File: src/rtl/modexp_unit_if.sv
// Host-side handshake and operand bus for the modular exponentiation unit.
// The host drives operands and start; the unit returns busy/done/err and the result.
interface modexp_unit_if #(
  parameter int WIDTH     = 8,
  parameter int EXP_WIDTH = 8
);
  logic                 start;
  logic [WIDTH-1:0]     x;
  logic [EXP_WIDTH-1:0] e;
  logic [WIDTH-1:0]     n;
  logic [WIDTH-1:0]     rconst;
  logic                 busy;
  logic                 done;
  logic                 err;
  logic [WIDTH-1:0]     c;

  modport master (output start, x, e, n, rconst, input busy, done, err, c);
  modport slave  (input start, x, e, n, rconst, output busy, done, err, c);
endinterface

File: src/rtl/modexp_unit.sv
// C = X^E mod N using two parallel bit-serial Montgomery lanes (square and multiply),
// right-to-left binary exponentiation with fixed latency (EXP_WIDTH+2)*(WIDTH+3) cycles.
module modexp_unit #(
  parameter int WIDTH     = 8,
  parameter int EXP_WIDTH = 8
) (
  input  logic          clk,
  input  logic          rstb,
  modexp_unit_if.slave  io
);
  localparam int K  = WIDTH + 2;
  localparam int CW = $clog2(K + 1);
  localparam int RW = (EXP_WIDTH > 1) ? $clog2(EXP_WIDTH) : 1;
  localparam logic [CW-1:0] CNT_LAST   = CW'(K);
  localparam logic [RW-1:0] ROUND_LAST = RW'(EXP_WIDTH - 1);

  typedef enum logic [2:0] {
    S_IDLE  = 3'd0,
    S_INIT  = 3'd1,
    S_LOOP  = 3'd2,
    S_FINAL = 3'd3,
    S_DONE  = 3'd4,
    S_ERR   = 3'd5
  } state_t;

  // One add/halve iteration: acc' = (acc + a*B + q*N) / 2, sum held in K+1 bits.
  function automatic logic [K-1:0] f_mont_step(input logic [K-1:0] acc, input logic a_bit,
                                               input logic [WIDTH-1:0] b, input logic [WIDTH-1:0] m);
    logic [K:0] sum;
    sum = {1'b0, acc} + (a_bit ? {3'b000, b} : {(K+1){1'b0}});
    if (sum[0]) begin
      sum = sum + {3'b000, m};
    end else begin
      sum = sum;
    end
    return sum[K:1];
  endfunction

  // Accumulator is below 2N, so one conditional subtract fully reduces it.
  function automatic logic [WIDTH-1:0] f_reduce(input logic [K-1:0] acc, input logic [WIDTH-1:0] m);
    logic [K-1:0] diff;
    diff = acc - {2'b00, m};
    return (acc >= {2'b00, m}) ? diff[WIDTH-1:0] : acc[WIDTH-1:0];
  endfunction

  state_t               r_state;
  state_t               w_next;
  logic [WIDTH-1:0]     r_n, r_p, r_r, r_b_sq, r_b_mu, r_c;
  logic [K-1:0]         r_acc_sq, r_acc_mu, r_sh_sq, r_sh_mu;
  logic [EXP_WIDTH-1:0] r_e;
  logic [CW-1:0]        r_cnt;
  logic [RW-1:0]        r_round;
  logic                 r_mu_en, r_busy, r_done, r_err;
  logic                 w_accept, w_invalid, w_computing, w_round_end, w_last_loop;
  logic                 w_mu_en_next;
  logic [WIDTH-1:0]     w_p_new, w_r_new, w_b_mu_next;

  assign w_accept    = (r_state == S_IDLE) && io.start;
  assign w_invalid   = ~io.n[0] || (io.n < WIDTH'(3)) || (io.x >= io.n) || (io.rconst >= io.n);
  assign w_computing = (r_state == S_INIT) || (r_state == S_LOOP) || (r_state == S_FINAL);
  assign w_round_end = w_computing && (r_cnt == CNT_LAST);
  assign w_last_loop = (r_state == S_LOOP) && (r_round == ROUND_LAST);
  assign w_p_new     = f_reduce(r_acc_sq, r_n);
  assign w_r_new     = r_mu_en ? f_reduce(r_acc_mu, r_n) : r_r;

  // Operands of the multiply lane for the round that follows the current one.
  always_comb begin
    w_b_mu_next  = w_p_new;
    w_mu_en_next = r_e[0];
    if (w_last_loop) begin
      w_b_mu_next  = WIDTH'(1);
      w_mu_en_next = 1'b1;
    end else begin
      w_b_mu_next  = w_p_new;
      w_mu_en_next = r_e[0];
    end
  end

  // State register.
  always_ff @(posedge clk or posedge rstb) begin
    if (rstb) begin
      r_state <= S_IDLE;
    end else begin
      r_state <= w_next;
    end
  end

  // Next-state logic.
  always_comb begin
    w_next = r_state;
    case (r_state)
      S_IDLE: begin
        if (io.start) begin
          w_next = w_invalid ? S_ERR : S_INIT;
        end else begin
          w_next = S_IDLE;
        end
      end
      S_INIT:  w_next = w_round_end ? S_LOOP : S_INIT;
      S_LOOP:  w_next = (w_round_end && (r_round == ROUND_LAST)) ? S_FINAL : S_LOOP;
      S_FINAL: w_next = w_round_end ? S_DONE : S_FINAL;
      S_DONE:  w_next = S_IDLE;
      S_ERR:   w_next = S_IDLE;
      default: w_next = S_IDLE;
    endcase
  end

  // Datapath; the acceptance edge already performs the first INIT iteration from the raw inputs.
  always_ff @(posedge clk or posedge rstb) begin
    if (rstb) begin
      r_n      <= {WIDTH{1'b0}};
      r_p      <= {WIDTH{1'b0}};
      r_r      <= {WIDTH{1'b0}};
      r_b_sq   <= {WIDTH{1'b0}};
      r_b_mu   <= {WIDTH{1'b0}};
      r_c      <= {WIDTH{1'b0}};
      r_acc_sq <= {K{1'b0}};
      r_acc_mu <= {K{1'b0}};
      r_sh_sq  <= {K{1'b0}};
      r_sh_mu  <= {K{1'b0}};
      r_e      <= {EXP_WIDTH{1'b0}};
      r_cnt    <= {CW{1'b0}};
      r_round  <= {RW{1'b0}};
      r_mu_en  <= 1'b0;
    end else if (w_accept) begin
      r_n      <= io.n;
      r_e      <= io.e;
      r_acc_sq <= f_mont_step({K{1'b0}}, io.rconst[0], io.x, io.n);
      r_acc_mu <= f_mont_step({K{1'b0}}, io.rconst[0], WIDTH'(1), io.n);
      r_sh_sq  <= {3'b000, io.rconst[WIDTH-1:1]};
      r_sh_mu  <= {3'b000, io.rconst[WIDTH-1:1]};
      r_b_sq   <= io.x;
      r_b_mu   <= WIDTH'(1);
      r_mu_en  <= 1'b1;
      r_cnt    <= CW'(1);
      r_round  <= {RW{1'b0}};
    end else if (w_round_end) begin
      r_p      <= w_p_new;
      r_r      <= w_r_new;
      r_acc_sq <= {K{1'b0}};
      r_acc_mu <= {K{1'b0}};
      r_sh_sq  <= {2'b00, w_p_new};
      r_sh_mu  <= {2'b00, w_r_new};
      r_b_sq   <= w_p_new;
      r_b_mu   <= w_b_mu_next;
      r_mu_en  <= w_mu_en_next;
      r_e      <= r_e >> 1;
      r_cnt    <= {CW{1'b0}};
      r_round  <= (r_state == S_INIT) ? {RW{1'b0}} : r_round + RW'(1);
      if (r_state == S_FINAL) begin
        r_c <= w_r_new;
      end
    end else if (w_computing) begin
      r_acc_sq <= f_mont_step(r_acc_sq, r_sh_sq[0], r_b_sq, r_n);
      r_sh_sq  <= r_sh_sq >> 1;
      if (r_mu_en) begin
        r_acc_mu <= f_mont_step(r_acc_mu, r_sh_mu[0], r_b_mu, r_n);
        r_sh_mu  <= r_sh_mu >> 1;
      end
      r_cnt <= r_cnt + CW'(1);
    end
  end

  // Handshake outputs, registered from the upcoming state.
  always_ff @(posedge clk or posedge rstb) begin
    if (rstb) begin
      r_busy <= 1'b0;
      r_done <= 1'b0;
      r_err  <= 1'b0;
    end else begin
      r_busy <= (w_next == S_INIT) || (w_next == S_LOOP) || (w_next == S_FINAL);
      r_done <= (w_next == S_DONE) || (w_next == S_ERR);
      if (w_accept) begin
        r_err <= w_invalid;
      end
    end
  end

  assign io.busy = r_busy;
  assign io.done = r_done;
  assign io.err  = r_err;
  assign io.c    = r_c;
endmodule
File: src/flat_wrapper.sv
// flat-port wrapper written by rule: the top's interface ports become plain ports
module modexp_unit_flat 
#(
  parameter int WIDTH     = 8,
  parameter int EXP_WIDTH = 8
)
  (clk, rstb, io_start, io_x, io_e, io_n, io_rconst, io_busy, io_done, io_err, io_c);
  modexp_unit_if #(.WIDTH(WIDTH), .EXP_WIDTH(EXP_WIDTH)) io_i ();
  input  logic clk;
  input  logic rstb;
  input wire logic [$bits(io_i.start)-1:0] io_start;
  input wire logic [$bits(io_i.x)-1:0] io_x;
  input wire logic [$bits(io_i.e)-1:0] io_e;
  input wire logic [$bits(io_i.n)-1:0] io_n;
  input wire logic [$bits(io_i.rconst)-1:0] io_rconst;
  output wire logic [$bits(io_i.busy)-1:0] io_busy;
  output wire logic [$bits(io_i.done)-1:0] io_done;
  output wire logic [$bits(io_i.err)-1:0] io_err;
  output wire logic [$bits(io_i.c)-1:0] io_c;
  assign io_i.start = io_start;
  assign io_i.x = io_x;
  assign io_i.e = io_e;
  assign io_i.n = io_n;
  assign io_i.rconst = io_rconst;
  assign io_busy = io_i.busy;
  assign io_done = io_i.done;
  assign io_err = io_i.err;
  assign io_c = io_i.c;
  modexp_unit #(.WIDTH(WIDTH), .EXP_WIDTH(EXP_WIDTH)) u_core (.clk(clk), .rstb(rstb), .io(io_i));
endmodule
File: config.mk
export PLATFORM = sky130hd
export DESIGN_NAME = modexp_unit_flat
export DESIGN_NICKNAME = d
export VERILOG_FILES = /design/src/rtl/modexp_unit_if.sv /design/src/rtl/modexp_unit.sv /design/src/flat_wrapper.sv
export SDC_FILE = /design/constraint.sdc
export NUM_CORES = 1
export LEC_CHECK = 0
export BUFFER_PORTS_ARGS = -buffer_cell sky130_fd_sc_hd__buf_2
export CAP_MARGIN = 0
export CELL_PAD_IN_SITES_DETAIL_PLACEMENT = 1
export CELL_PAD_IN_SITES_GLOBAL_PLACEMENT = 1
export CORE_MARGIN = 5
export CORE_UTILIZATION = 48
export DETAILED_ROUTE_END_ITERATION = 12
export PLACE_DENSITY = 0.93
export SLEW_MARGIN = 25
export SYNTH_ARGS = -nofsm -noshare
export SYNTH_HDL_FRONTEND = slang
export SYNTH_SLANG_ARGS = --single-unit
File: constraint.sdc
create_clock -name clk -period 4.7 [get_ports clk]
set_clock_uncertainty 0.2 [all_clocks]
set_input_delay 0.94 -clock clk [delete_from_list [all_inputs] [get_ports clk]]
set_output_delay 0.94 -clock clk [all_outputs]
set_load 0.005 [all_outputs]
==> results.yml <==
cts:
  cts_resized: 0
  clk_latency_ns: 0.37
  postCtsSetupBuffers: 0
  clock_path_buffers: 2
  clkTransAtPathRegs_ns: 0.08
  cts.sinks: 98
  cts.htree.levels: 3
  root_buffer: "clkbuf_16"
  numCtsBuffers: 9
  cts_tree: "done"
  hold_buffers: 0
finish:
  nNetsFinal: 1031
  seqCellArea_um2: 2452
  n_antenna_cell: 0
  fill_cells: 1867
  instances_no_fill: 1135
  post-route-util_pct: 53.45
  layout_commonest_cell: "dfrtp_1"
  syn_to_final_growth_pct: 9.577
  multi_input_area_um2: 4972
  final_cell_mix: "98 x dfrtp_1, 96 x nand2_1, 77 x nor2_1"
  final_area_um2: 8461
  drive_above_1_share_pct: 10.34
detailed_routing:
  drt_iter0_markers: 559
  vias_per_cell: 6.605
  detail-route-antenna-nets: 0
  drt-pass1-iter-count: 5
  wl_per_cell_um: 24.74
  drc: 0
  totalWireLength_mm: 28.08
  vias: 7497
floorplan:
  num_rows: 46
  fp.dieW_um: 136.8
  die_y_um: 136.8
  io-pin-count: 46
  dieArea_um2: 18720
  core_um2: 15830
  start_util_pct: 48.78
placed_design:
  gp_congestion: 0.9018
  dpl.hpwl_mm: 20.13
  portBuffers: 45
  place_area_um2: 8140
  dp_cells: 1119
power:
  p_leak_nw: 3.944
  ir_drop_v: 0.0003194
  p_per_area_nw_per_um2: 895.8
  p_total_mw: 7.579
critical_path:
  r2r-start: "u_core.r_sh_mu[0]"
  worstPathCellList: "and2_1 -> ha_1 -> inv_1 -> fa_1 -> nor2b_1 -> o21a_1 -> nor2_1 -> xnor2_1 -> ha_1 -> o21a_1 -> o31a_1 -> o21ai_0 -> a21oi_1 -> and2_1 -> mux2i_1 -> a31oi_1"
  crit_start: "u_core.r_sh_mu[0]"
  cp_num_buf_inv: 1
  cp_max_fo: 9
  setup.worst_path.end: "u_core.r_acc_mu[7]"
  cp-start-kind: "register"
  critPathArrivalTime_ns: 3.84
  critPathTopFamily: "adder cells"
  path_class: "reg -> reg"
  crit_path_end_kind: "register"
  reg2reg_depth: 16
  worstReg2RegEnd: "u_core.r_acc_mu[7]"
  cp.depth: 16
  crit_path_max_incr_delay_ns: 0.46
  reg2reg_slack_ns: 0.86
  cp.required_ns: 4.70
  crit_slowest_cell: "dfrtp_1"
global_route:
  grt_pass1_wl_mm: 44.25
  first_global_vias: 8029
  grt_remaining_overflow: 0
  antenna_found_initial: 0
  grt_max_degree: 57
  track_usage_pct: 30.95
sta:
  tightest_slew_ns: 0.9089
  period_minus_slack_ns: 3.836
  grt_setup_unrepaired: "false"
  setup_viol_count_final: 0
  relSlewSlack_pct: 39.41
  setup_tns_ns: 0
  finalCritPeriodShare_pct: 81.62
  fmax_mhz: 260.7
  hold_violations: 0
  maxSlewViolCount: 0
yosys:
  syn_inst: 881
  yosysSeqAreaShare_pct: 31.76
  synth_top_area_cell: "dfrtp_1"
  ys_async_sr_fraction_pct: 100.0
  avgSynthCellArea_um2: 8.764
  ys_warn_count: 0
  yosys.cell_types.count: 83
  yosys-top-cells-area: "dfrtp_1 32%, ha_1 12%, nand2_1 4.7%, o21ai_0 4.5%, nor2_1 3.8%"
  synth_top_area_share_pct: 31.76
  synth_ff_type: "dfrtp_1"
  netlist_area_um2: 7721
  synth-seq-cells: 98
  synth_edf_count: 0
  syn-num-nets: 998
hold_path:
  min_path_type: "reg -> reg"
run_status:
  outcome: "finished, final reports clean"
run:
  drv_cap: 0
-- cell usage after synthesis (12+ instances only) --
cell,instances
a211oi_1,13
a21o_1,16
a21oi_1,49
and2_1,20
clkbuf_1,18
dfrtp_1,98
ha_1,75
inv_1,42
mux2i_1,20
nand2_1,96
nand3_1,17
nor2_1,78
nor2b_1,18
nor3_1,17
o21a_1,14
o21ai_0,70
o221ai_1,12
xnor2_1,25
xor2_1,15
-- sequential cells by signal, summed over array words and instances, names as in the netlist, 4 cells and up --
register / cells
u_core.r_cnt: 4
u_core.r_r: 8
u_core.r_e: 8
u_core.r_b_mu: 8
u_core.io.c: 8
u_core.r_n: 8
u_core.r_b_sq: 8
u_core.r_sh_sq: 8
u_core.r_acc_sq: 10
u_core.r_acc_mu: 10
u_core.r_sh_mu: 8
-- worst min path at each step --
stage / startpoint / to / slack (ns) / depth (start not counted)
after floorplan: u_core.r_b_mu[7] / u_core.r_b_mu[7] / 0.24 / 2
after global placement: u_core.io.c[5] / u_core.io.c[5] / 0.26 / 2
after detailed placement: u_core.r_sh_sq[7] / u_core.r_sh_sq[7] / 0.27 / 1
after CTS: u_core.r_e[3] / u_core.r_e[3] / 0.29 / 2
after global routing: u_core.r_sh_sq[7] / u_core.r_sh_sq[7] / 0.30 / 1
final: u_core.r_sh_sq[7] / u_core.r_sh_sq[7] / 0.29 / 1
-- layout make-up --
class                           instances  area share (%)
Clock inverter                          7           1.124
Timing Repair Buffer                   53           3.372
Inverter                               42           1.893
Tap cell                              216           3.194
Clock buffer                            9           2.662
Multi-Input combinational cell        710           58.77
Sequential cell                        98           28.99
-- report_power, final --
| group | total [mW] | switching, mW | internal, mW |
|---|---|---|---|
| clock network | 0.831 | 0.401 | 0.430 |
| logic | 5.14 | 3.08 | 2.06 |
| registers | 1.61 | 0.393 | 1.22 |
| total | 7.58 | 3.87 | 3.71 |
-- per-layer routing --
metal  part of all wire [%]  track usage, %  vias up  wire [um]
met5                      0               0        -          0
met1                     39           36.84     3742      10940
met4                    5.1           14.97        0       1428
met2                     48           52.71      379      13570
li1                       -               -     3266          -
met3                    7.6           7.132      110       2137
-- stage by stage --
step           hold slack (ns)  setup slack (ns)
6_report                0.2857            0.8641
5_1_grt                 0.3015            0.7460
4_1_cts                 0.2874            0.9332
3_5_place_dp            0.2701             1.041
3_3_place_gp            0.2597             1.328
2_1_floorplan           0.2418            0.9979
-- cells by family after synthesis --
kind of cell / synth area share, %
and+or+nand+nor: 18.47
AOI/OAI and AO/OA: 24.06
DFF: 31.76
adders and majority gates: 13.97
buffers and inverters: 3.873
xor gates and xnor gates: 4.537
muxes: 3.322
Note: power is estimated with default switching activity, not from simulation.
